**config.mk**
```make
export PLATFORM = sky130hd
export DESIGN_NAME = multi_interrupt_controller
export DESIGN_NICKNAME = d
export VERILOG_FILES = /design/src/rtl/multi_interrupt_controller_pkg.sv /design/src/rtl/multi_interrupt_controller_irq_priority_encoder.sv /design/src/rtl/multi_interrupt_controller.sv
export SDC_FILE = /design/constraint.sdc
export NUM_CORES = 1
export LEC_CHECK = 0
export ABC_AREA = 0
export CAP_MARGIN = 15
export CELL_PAD_IN_SITES_DETAIL_PLACEMENT = 0
export CELL_PAD_IN_SITES_GLOBAL_PLACEMENT = 2
export CORE_UTILIZATION = 24
export DETAILED_ROUTE_END_ITERATION = 8
export GPL_ROUTABILITY_DRIVEN = 0
export GPL_TIMING_DRIVEN = 0
export PLACE_DENSITY_LB_ADDON = 0.05
export SYNTH_ARGS = -nofsm -noshare
export SYNTH_HDL_FRONTEND = slang
export SYNTH_SLANG_ARGS = --single-unit
```
**constraint.sdc**
```tcl
create_clock -name clk -period 1.6 [get_ports clk]
set_input_delay 0.16 -clock clk [delete_from_list [all_inputs] [get_ports clk]]
set_output_delay 0.16 -clock clk [all_outputs]
set_load 0.02 [all_outputs]
```
**src/rtl/multi_interrupt_controller_pkg.sv**
```systemverilog
// Shared definitions for the multi-source interrupt controller: FSM states,
// the URET opcode and the width of the drain counter.
package multi_interrupt_controller_pkg;

    typedef enum logic [1:0] {
        ST_IDLE  = 2'd0,
        ST_ENTER = 2'd1,
        ST_RUN   = 2'd2,
        ST_EXIT  = 2'd3
    } isr_state_t;

    localparam logic [6:0] URET_OPCODE = 7'h73;

    // Drain length is at most 7, so a 3-bit counter covers every setting.
    localparam int CNT_W = 3;

endpackage

```
**src/rtl/multi_interrupt_controller_irq_priority_encoder.sv**
```systemverilog
// Fixed-priority encoder: the lowest-numbered asserted candidate wins.
module irq_priority_encoder #(
    parameter int NUM_IRQ = 4,
    parameter int IDX_W   = 2
) (
    input  logic [NUM_IRQ-1:0] cand,
    output logic               valid,
    output logic [IDX_W-1:0]   idx
);

    // Scan from the top down so the last hit left in idx is the lowest index.
    always_comb begin
        valid = 1'b0;
        idx   = '0;
        for (int i = NUM_IRQ - 1; i >= 0; i--) begin
            if (cand[i]) begin
                valid = 1'b1;
                idx   = IDX_W'(i);
            end
        end
    end

endmodule

```
**src/rtl/multi_interrupt_controller.sv**
```systemverilog
// Masked fixed-priority interrupt controller. Latches falling edges on the
// active-low request lines, drains the pipeline before steering the PC mux
// to the ISR, and drains again on URET before returning to save_pc.
module multi_interrupt_controller
    import multi_interrupt_controller_pkg::*;
#(
    parameter int PC_W         = 12,
    parameter int NUM_IRQ      = 4,
    parameter int IDX_W        = 2,
    parameter int DRAIN_CYCLES = 3
) (
    input  logic               clk,
    input  logic               nrst,
    input  logic [PC_W-1:0]    PC,
    input  logic [6:0]         if_opcode,
    input  logic [NUM_IRQ-1:0] irq_n,
    input  logic [NUM_IRQ-1:0] irq_mask,
    input  logic [1:0]         exe_correction,
    input  logic               if_prediction,
    input  logic               id_sel_pc,
    input  logic               if_clk_en,
    output logic               isr_stall,
    output logic               sel_isr,
    output logic               ret_isr,
    output logic [IDX_W-1:0]   isr_idx,
    output logic [PC_W-1:0]    save_pc,
    output logic [NUM_IRQ-1:0] irq_pending
);

    localparam logic [CNT_W-1:0] DRAIN_LAST = CNT_W'(DRAIN_CYCLES);
    localparam logic [CNT_W-1:0] CNT_ONE    = CNT_W'(1);

    isr_state_t         state_q, state_d;
    logic [CNT_W-1:0]   cnt_q, cnt_d;
    logic [NUM_IRQ-1:0] pend_q, pend_d;
    logic [NUM_IRQ-1:0] irq_n_q;
    logic [NUM_IRQ-1:0] fall;
    logic [NUM_IRQ-1:0] clr;
    logic [PC_W-1:0]    save_q, save_d;
    logic [IDX_W-1:0]   idx_q, idx_d;
    logic               sel_q, sel_d;
    logic               ret_q, ret_d;
    logic               cand_vld;
    logic [IDX_W-1:0]   cand_idx;
    logic               redirect;

    assign fall     = irq_n_q & ~irq_n;
    assign redirect = (exe_correction != 2'b00) | if_prediction | id_sel_pc;

    irq_priority_encoder #(
        .NUM_IRQ (NUM_IRQ),
        .IDX_W   (IDX_W)
    ) u_prio (
        .cand  (pend_q & irq_mask),
        .valid (cand_vld),
        .idx   (cand_idx)
    );

    // Next-state, drain counter, return-PC capture and the stall request.
    always_comb begin
        state_d   = state_q;
        cnt_d     = cnt_q;
        save_d    = save_q;
        idx_d     = idx_q;
        sel_d     = sel_q;
        ret_d     = ret_q;
        clr       = '0;
        isr_stall = 1'b0;
        unique case (state_q)
            ST_IDLE: begin
                if (cand_vld) begin
                    state_d       = ST_ENTER;
                    idx_d         = cand_idx;
                    clr[cand_idx] = 1'b1;
                    save_d        = PC;
                    cnt_d         = CNT_ONE;
                end
            end
            ST_ENTER: begin
                isr_stall = 1'b1;
                // A redirect during drain means the older return PC was squashed.
                if (redirect) begin
                    save_d = PC;
                end
                if (if_clk_en) begin
                    if (cnt_q == DRAIN_LAST) begin
                        state_d = ST_RUN;
                        cnt_d   = '0;
                        sel_d   = 1'b1;
                    end else begin
                        cnt_d = cnt_q + CNT_ONE;
                    end
                end
            end
            ST_RUN: begin
                if (if_opcode == URET_OPCODE) begin
                    isr_stall = 1'b1;
                    state_d   = ST_EXIT;
                    ret_d     = 1'b1;
                    sel_d     = 1'b0;
                    cnt_d     = CNT_ONE;
                end
            end
            ST_EXIT: begin
                isr_stall = 1'b1;
                if (if_clk_en) begin
                    if (cnt_q == DRAIN_LAST) begin
                        state_d = ST_IDLE;
                        ret_d   = 1'b0;
                        cnt_d   = '0;
                    end else begin
                        cnt_d = cnt_q + CNT_ONE;
                    end
                end
            end
            default: state_d = ST_IDLE;
        endcase
        // A new edge on the source being accepted must not be lost.
        pend_d = (pend_q & ~clr) | fall;
    end

    // State, pending and edge-detect registers; reset drops everything.
    always_ff @(posedge clk) begin
        if (!nrst) begin
            state_q <= ST_IDLE;
            cnt_q   <= '0;
            pend_q  <= '0;
            irq_n_q <= '1;
            save_q  <= '0;
            idx_q   <= '0;
            sel_q   <= 1'b0;
            ret_q   <= 1'b0;
        end else begin
            state_q <= state_d;
            cnt_q   <= cnt_d;
            pend_q  <= pend_d;
            irq_n_q <= irq_n;
            save_q  <= save_d;
            idx_q   <= idx_d;
            sel_q   <= sel_d;
            ret_q   <= ret_d;
        end
    end

    assign sel_isr     = sel_q;
    assign ret_isr     = ret_q;
    assign isr_idx     = idx_q;
    assign save_pc     = save_q;
    assign irq_pending = pend_q;

endmodule

```
=== After elaboration in Yosys (flattened, before gate mapping) ===
Cells that the tools add are included.

* Add/sub/neg operators: 1
* Magnitude comparators: 2
* Eq/ne operators: 13
* Multiplexer cells: 37
* Bitwise gates (word level): 8
* Reduce and logical (&&, ||, !) cells: 13

{| class="wikitable"
|+ Operators by type and width
! operator !! number
|-
| 2-to-1 mux 12 bit || 2
|-
| one-hot mux 12 bit (2 select lines) || 1
|-
| 2-to-1 mux 2 bit || 10
|-
| != test 2 bit, second input constant || 7
|-
| AND 4 bit || 3
|-
| 2-to-1 mux 1 bit || 12
|-
| 2-to-1 mux 3 bit || 4
|-
| one-hot mux 3 bit (3 select lines) || 1
|-
| 2-to-1 mux 4 bit || 2
|-
| NOT 4 bit || 2
|-
| one-hot mux 2 bit (4 select lines) || 1
|-
| AND reduction 4 bit || 2
|-
| nonzero test 2 bit || 4
|-
| == test 7 bit, second input constant || 1
|-
| one-hot mux 1 bit (2 select lines) || 3
|-
| AND reduction 3 bit || 2
|-
| AND reduction 6 bit || 1
|-
| == test 2 bit, second input constant || 2
|-
| bitwise OR 4 bit || 1
|-
| adder 3 x 1 -> 3 bit, second input constant || 1
|-
| == test 3 x 2 -> 1 bit, second input constant || 1
|-
| < comparator 2 x 3 -> 1 bit, second input constant || 1
|-
| demux 1 bit (select 2 bit) || 1
|-
| == test 2 x 1 -> 1 bit, second input constant || 1
|-
| other kinds (7) || 8
|}

* Flip-flop bits (word level): 29
* Output and inout port bits: 21
* Logic and storage cells: 82

=== Logic depth before layout (Yosys ltp) ===
Gate-level depths: netlist of the first run.

* Depth in word-level cells: 14
* Gate-level depth with buffers: 8
* Depth with buffers taken out: 6

=== By module ===
From an unflattened synthesis of the first run, not the netlist that was laid out.

* Cell total of the unflattened synthesis: 141
* Area total of the unflattened synthesis: 1342.5 µm²

{| class="wikitable"
|+ By module, submodules not included
! module !! instances !! cells each !! area each (µm²) !! seq. area each (µm²)
|-
| multi_interrupt_controller || 1 || 134 || 1307.5 || 580.6
|-
| irq_priority_encoder || 1 || 7 || 35.0 || 0.0
|}

=== Least setup slack after synthesis of the first run ===
Ideal clock, no wire load.

* Path kind: flip-flop to flip-flop
* Start point: reg state_q[0]
* End point: reg save_q[2], in the netlist save_pc[2]
* Library setup time: 0.072 ns
* Arrival time: 1.304 ns
* Data required time: 1.528 ns
* Slack: 0.224 ns
* Cell stages (with the launch flop): 9
* Path through: dfxtp_1 inv_1 ha_1 buf_4 nor2_1 a21o_1 buf_6 o21ai_1 a21oi_1

* Word-level cells in the longest chain between the ends: 3

{| class="wikitable"
|+ RTL lines
! element !! line !! text
|-
| start, declared || multi_interrupt_controller.sv:33 || <nowiki>isr_state_t state_q, state_d;</nowiki>
|-
| start signal, assigned || multi_interrupt_controller.sv:134 || <nowiki>state_q <= state_d;</nowiki>
|-
| == test 2 x 1 -> 1 bit / logical NOT 2 bit (equally long branches) || multi_interrupt_controller.sv:69 || <nowiki>unique case (state_q)</nowiki>
|-
| != test 2 bit (no line) / nonzero test 2 bit (equally long branches) || - ||
|-
| AND reduction 3 bit (no line) || - ||
|-
| end signal, assigned || multi_interrupt_controller.sv:138 || <nowiki>save_q <= save_d;</nowiki>
|-
| end, declared || multi_interrupt_controller.sv:39 || <nowiki>logic [PC_W-1:0] save_q, save_d;</nowiki>
|}

Several ways; a longest one is shown, not always the timed one.
A chain may end at the register's enable or synchronous reset.

=== Worst setup path in the final report of the first run ===
* Start point: reg state_q[0]
* End point: reg save_q[0], in the netlist save_pc[0]

Same word-level chain as after synthesis.

==> metrics, run 1 <==
outcome=finished, final reports clean; clk slew on worst S/H paths=70 ps; area of the core=5574 sq um; share of post-route cells with drive strength above 1=0.1504; FF-to-FF Start=state_q[0]; number of synthesized flops with an enable pin=0; Core Rows=27; Critical Path End Type=register; RSZ-0062 raised after global routing=no; pwr dens=1512 nW/um^2; Initial Util=0.2514; clock sinks=29; vias in the first global route=1390; Hold Startpoint=PC[5]; WHS=441.1 ps; io pins=55; final instance area=2200 sq um; routed vias=1396; Avg Inst Size Synth=8.704 sq um; Tcrit/Tclk final=0.9695; CTS Buf Count=5; commonest register cell after synthesis=dfxtp_1; die width=78.41 um; Post-Syn Instances=161; Clock Tree Root=clkbuf_8; final clock skew=2.302 ps; fin. max-slew vios=0; Startpoint Class=register; hold buffers post-CTS=0; yosys warns=0; peak supply drop=680.5 uV; n_diodes=0; worst path required time=1760 ps; highest clock rate=644.7 MHz; GRT Overall Usage=0.1419; Leak=0.8164 nW; # port buffers=54; Worst Path Arrival=1710 ps; mapped cell area=1401 sq um; commonest non-fill, non-tap cell in the layout=clkdlybuf4s50_1; launch point of the worst path=state_q[0]; final WL=4117 um; Final Instance Count excl. Fillers=298; Util after Layout=0.3946; largest net degree at the start of global routing=11; CTS tree=yes; synth unique cells=45; GRT Residual Overflow=0; Die Y=78.41 um; Clk Latency, worst-skew pair=280 ps; Area after DPL=2032 sq um; Pwr Total=0.003325 W; Synth Register Bits=29; die area=6148 sq um; Final ANT Viol Nets=0; DRT Pass-1 Iters=4; DRC Markers=0; Mapped Nets=201; final net count=265; register area share after synthesis=0.4143; min Tclk post-route=1551 ps; hold crit path type=primary input to register; Detailed Place HPWL=3066 um; Slew HR=0.6630; Placed Cells=287; critical path class=register to register; number of DRC markers in iteration 0=56; clock buffer depth=2; Max Cap Viol=0; first-pass GRT wire length=6693 um; CP max FO=10; commonest cells after routing, fill and taps aside=53 x clkdlybuf4s50_1, 27 x dfxtp_1, 19 x a21oi_1; Area Growth Syn to Fin=56.96%; H-tree Lvls=2; DR WL/cell=13.82 um; DR vias/cell=4.685; ys async rst share=0; initial antenna violation count=0; Slew @ Worst Pin=505.4 ps; final hold vios=0; final setup violation count=0
==> through the flow <==
step	setup TNS [ps]	setup WS, ps
after floorplan	0	223.5
after global placement	-1900	-374.0
after detailed placement	-1790	-386.7
after CTS	0	32.79
after global routing	0	1.100
final	0	48.84
==> flip-flops by register name, indices dropped and copies added, names as in the netlist <==
register	cells
cnt_q	3
state_q	2
ret_isr	1
irq_n_q	4
save_pc	12
sel_isr	1
irq_pending	4
isr_idx	2
==> logic make-up after synthesis <==
kind of cell | synth area share
fa+ha+maj | 0.05357
compound gates | 0.2455
mux | 0.007143
buf+inv | 0.05000
flops | 0.4143
simple gates | 0.2295
==> timing repair <==
item                       CTS  global route
cloned                       1             0
setup endpoints to repair   13            12
pin swaps                    1             0
setup buffers                2             0
resized for setup           18             6
==> power breakdown <==
group	leakage, nW	switching [W]	total, W	internal (W)
combinational	0.532	0.000907	0.00171	0.000804
clock	0.0439	0.000302	0.000602	0.000300
sequential	0.241	0.000111	0.00101	0.000901
total	0.816	0.00132	0.00332	0.00200
==> routing by layer <==
layer	GRT usage	vias to the layer above	wire length [um]
li1	-	711	-
met1	0.1738	642	1957
met2	0.2421	41	1950
met3	0.03953	2	190
met4	0.03889	0	19
met5	0	-	0
==> critical path, cell delays in order (launching register included) <==
cell	delay [ps]
dfxtp_4	360
inv_2	100
ha_1	160
buf_4	180
nor2_4	50
a21o_1	180
buf_4	140
o21ai_0	180
a21oi_1	90
==> cell type report <==
cell class | count | area (sq um)
tap | 72 | 90.09
timing repair buffer | 57 | 558.0
multi-input combinational | 119 | 802.0
fill | 576 | 3374
buffer | 7 | 52.55
clock buffer | 5 | 68.82
inverter | 6 | 22.52
sequential | 29 | 588.1
clock inverter | 3 | 17.52
==> path summary, 6_finish.rpt <==
| check | slack, ps | end | depth (start not counted) |
|---|---|---|---|
| setup reg to reg | 50 | save_pc[0] | 8 |
| hold reg to reg | 460 | cnt_q[2] | 2 |
| setup / recovery | 50 | save_pc[0] | 8 |
| hold / removal | 440 | save_pc[5] | 3 |
==> synthesized netlist by cell type, types with 2 or more instances <==
cell | number | share of area
a22o_1 | 2 | 0.013
clkbuf_1 | 2 | 0.0054
o31ai_1 | 2 | 0.011
dfxtp_1 | 29 | 0.41
nand2_1 | 12 | 0.032
o21ai_1 | 10 | 0.036
buf_2 | 2 | 0.0071
nor2b_1 | 5 | 0.022
o21ai_0 | 5 | 0.018
inv_1 | 5 | 0.013
buf_6 | 2 | 0.016
a21o_1 | 2 | 0.011
nand2b_1 | 4 | 0.018
nor2_1 | 9 | 0.024
nand3b_1 | 2 | 0.011
a21oi_1 | 20 | 0.071
and2_1 | 2 | 0.0089
nand3_1 | 14 | 0.050
ha_1 | 6 | 0.054
Power figures use the tool's default switching activity.
==> run 2: changes to the inputs <==
--- a/config.mk
+++ b/config.mk
@@ -13,7 +13,9 @@
 export DETAILED_ROUTE_END_ITERATION = 8
 export GPL_ROUTABILITY_DRIVEN = 0
 export GPL_TIMING_DRIVEN = 0
+export HOLD_SLACK_MARGIN = 0.05
 export PLACE_DENSITY_LB_ADDON = 0.05
+export SKIP_LAST_GASP = 1
 export SYNTH_ARGS = -nofsm -noshare
 export SYNTH_HDL_FRONTEND = slang
 export SYNTH_SLANG_ARGS = --single-unit
==> metrics, run 2 (same netlist as run 1, synthesis figures left out) <==
outcome=finished, final reports clean; area of the core=5574 sq um; Tcrit/Tclk final=0.9632; fin. max-slew vios=0; FF-to-FF Start=state_q[0]; Max Cap Viol=0; die width=78.41 um; WHS Endpoint=save_pc[5]; n_diodes=0; DRC Markers=0; CTS Buf Count=5; first-pass GRT wire length=6693 um; # port buffers=54; Startpoint Class=register; clock sinks=29; area of the multi-input gates=802.0 sq um; DRT Pass-1 Iters=4; r2r setup slk=60 ps; Leak=0.8204 nW; GRT Overall Usage=0.1419; largest net degree at the start of global routing=11; Initial Util=0.2514; Crit-path slowest cell=dfxtp_2; Sw Pwr=0.001327 W; die area=6148 sq um; Clock power frac=0.181; Slew @ Worst Pin=511.6 ps; WP depth=8; DR vias/cell=4.645; initial antenna violation count=0; cell family with most CP delay=compound AO/OA/AOI/OAI gates; Core Rows=27; fill count=578; RSZ-0062 raised after global routing=yes; Critical Path End Type=register; setup_tns=0 ps; worst-path cell chain=inv_2 -> ha_1 -> buf_4 -> nor2_4 -> a21o_1 -> buf_4 -> o21ai_0 -> a21oi_1; cell count of the worst hold path=3; pwr dens=1510 nW/um^2; io pins=55; final instance area=2205 sq um; Detailed Place HPWL=3066 um; Pwr Total=0.003329 W; peak supply drop=673.8 uV; Comb pwr share=0.516; final setup violation count=0; DR WL/cell=13.84 um; highest clock rate=648.9 MHz; RR Endpoint=save_pc[0]; Util after Layout=0.3955; Die Y=78.41 um; Reg power frac=0.303; hold crit path type=primary input to register; Final ANT Viol Nets=0; pre-CTS setup slack=-386.7 ps; CP max FO=10; switching part of the total power=0.3987; worst path required time=1760 ps; share of post-route cells with drive strength above 1=0.1542; routed vias=1389; H-tree Lvls=2; max reg flops=12; clk slew on worst S/H paths=70 ps; commonest cells after routing, fill and taps aside=53 x clkdlybuf4s50_1, 27 x dfxtp_1, 19 x a21oi_1; Area after DPL=2032 sq um; final net count=266; Seq. cell area=585.6 sq um; critical path class=register to register; GRT Residual Overflow=0; Worst path max stage delay=350 ps; min Tclk post-route=1541 ps; final clock skew=2.229 ps; vias in the first global route=1390; Slew HR=0.6589; CTS tree=yes; Pint=0.002002 W; Reg2Reg Depth=8; clock buffer depth=2; Worst Path Arrival=1700 ps; final WL=4137 um; final hold vios=0; Crit path top cell by count=buf_4; commonest non-fill, non-tap cell in the layout=clkdlybuf4s50_1; number of DRC markers in iteration 0=49; Area Growth Syn to Fin=57.32%; final setup margin=58.91 ps; Clk Latency, worst-skew pair=280 ps; Clock Tree Root=clkbuf_8; Hold Startpoint=PC[5]; CP bufs+invs=3
## run 2: changes by cell type in the layout (fill, tap and decap cells not counted)
cell     before  now
dfxtp_4       2    1
buf_4         6    7
dfxtp_2       0    1
## run 2: power groups by stage
stage	Clock, W	Combinational, W	Sequential [W]
global placement	0	0.00153	0.000994
detailed placement	0	0.00154	0.00101
CTS	0.000625	0.00169	0.00100
floorplan	0	0.000824	0.00114
global route	0.000666	0.00186	0.00103
finish	0.000603	0.00172	0.00101
## run 2: worst max-delay path by stage
stage | from | to
3_3_place_gp | state_q[1] | isr_stall
6_report | state_q[0] | save_pc[0]
5_1_grt | state_q[0] | save_pc[11]
4_1_cts | if_opcode[3] | isr_stall
3_5_place_dp | state_q[1] | isr_stall
2_1_floorplan | state_q[0] | save_pc[2]
## run 2: area by class of cell
class / instances / share of cell area
Timing Repair Buffer: 58 / 0.2565
Inverter: 6 / 0.01022
Multi-Input combinational cell: 119 / 0.3638
Buffer: 7 / 0.02384
Sequential cell: 29 / 0.2656
Clock buffer: 5 / 0.03121
Clock inverter: 3 / 0.007946
Tap cell: 72 / 0.04086
## run 2: timing repair
item / 4_1_cts / 5_1_grt
gates resized for setup: 17 / 6
cloned: 1 / 0
pin swaps: 1 / 1
hold buffers: 0 / 0
buffers inserted: 2 / 1
setup endpoints to repair: 13 / 13
## run 2: tightest hold or removal path, delay by kind of cell
family	cells	cell delay (ps)
compound gates	1	50
buf+inv	1	400
simple gates	1	70
## run 2: per-stage QoR
stage / hold WS (ps) / std cells
2_1_floorplan: 233.0 / 161
3_3_place_gp: 434.3 / 287
3_5_place_dp: 442.7 / 287
4_1_cts: 431.6 / 298
5_1_grt: 459.4 / 299
6_report: 449.7 / 299
## run 2: metal layers
metal / global-route usage / routed length (um)
met5: 0 / 0
met4: 0.03889 / 29
met3: 0.03953 / 188
met2: 0.2421 / 1934
met1: 0.1738 / 1985
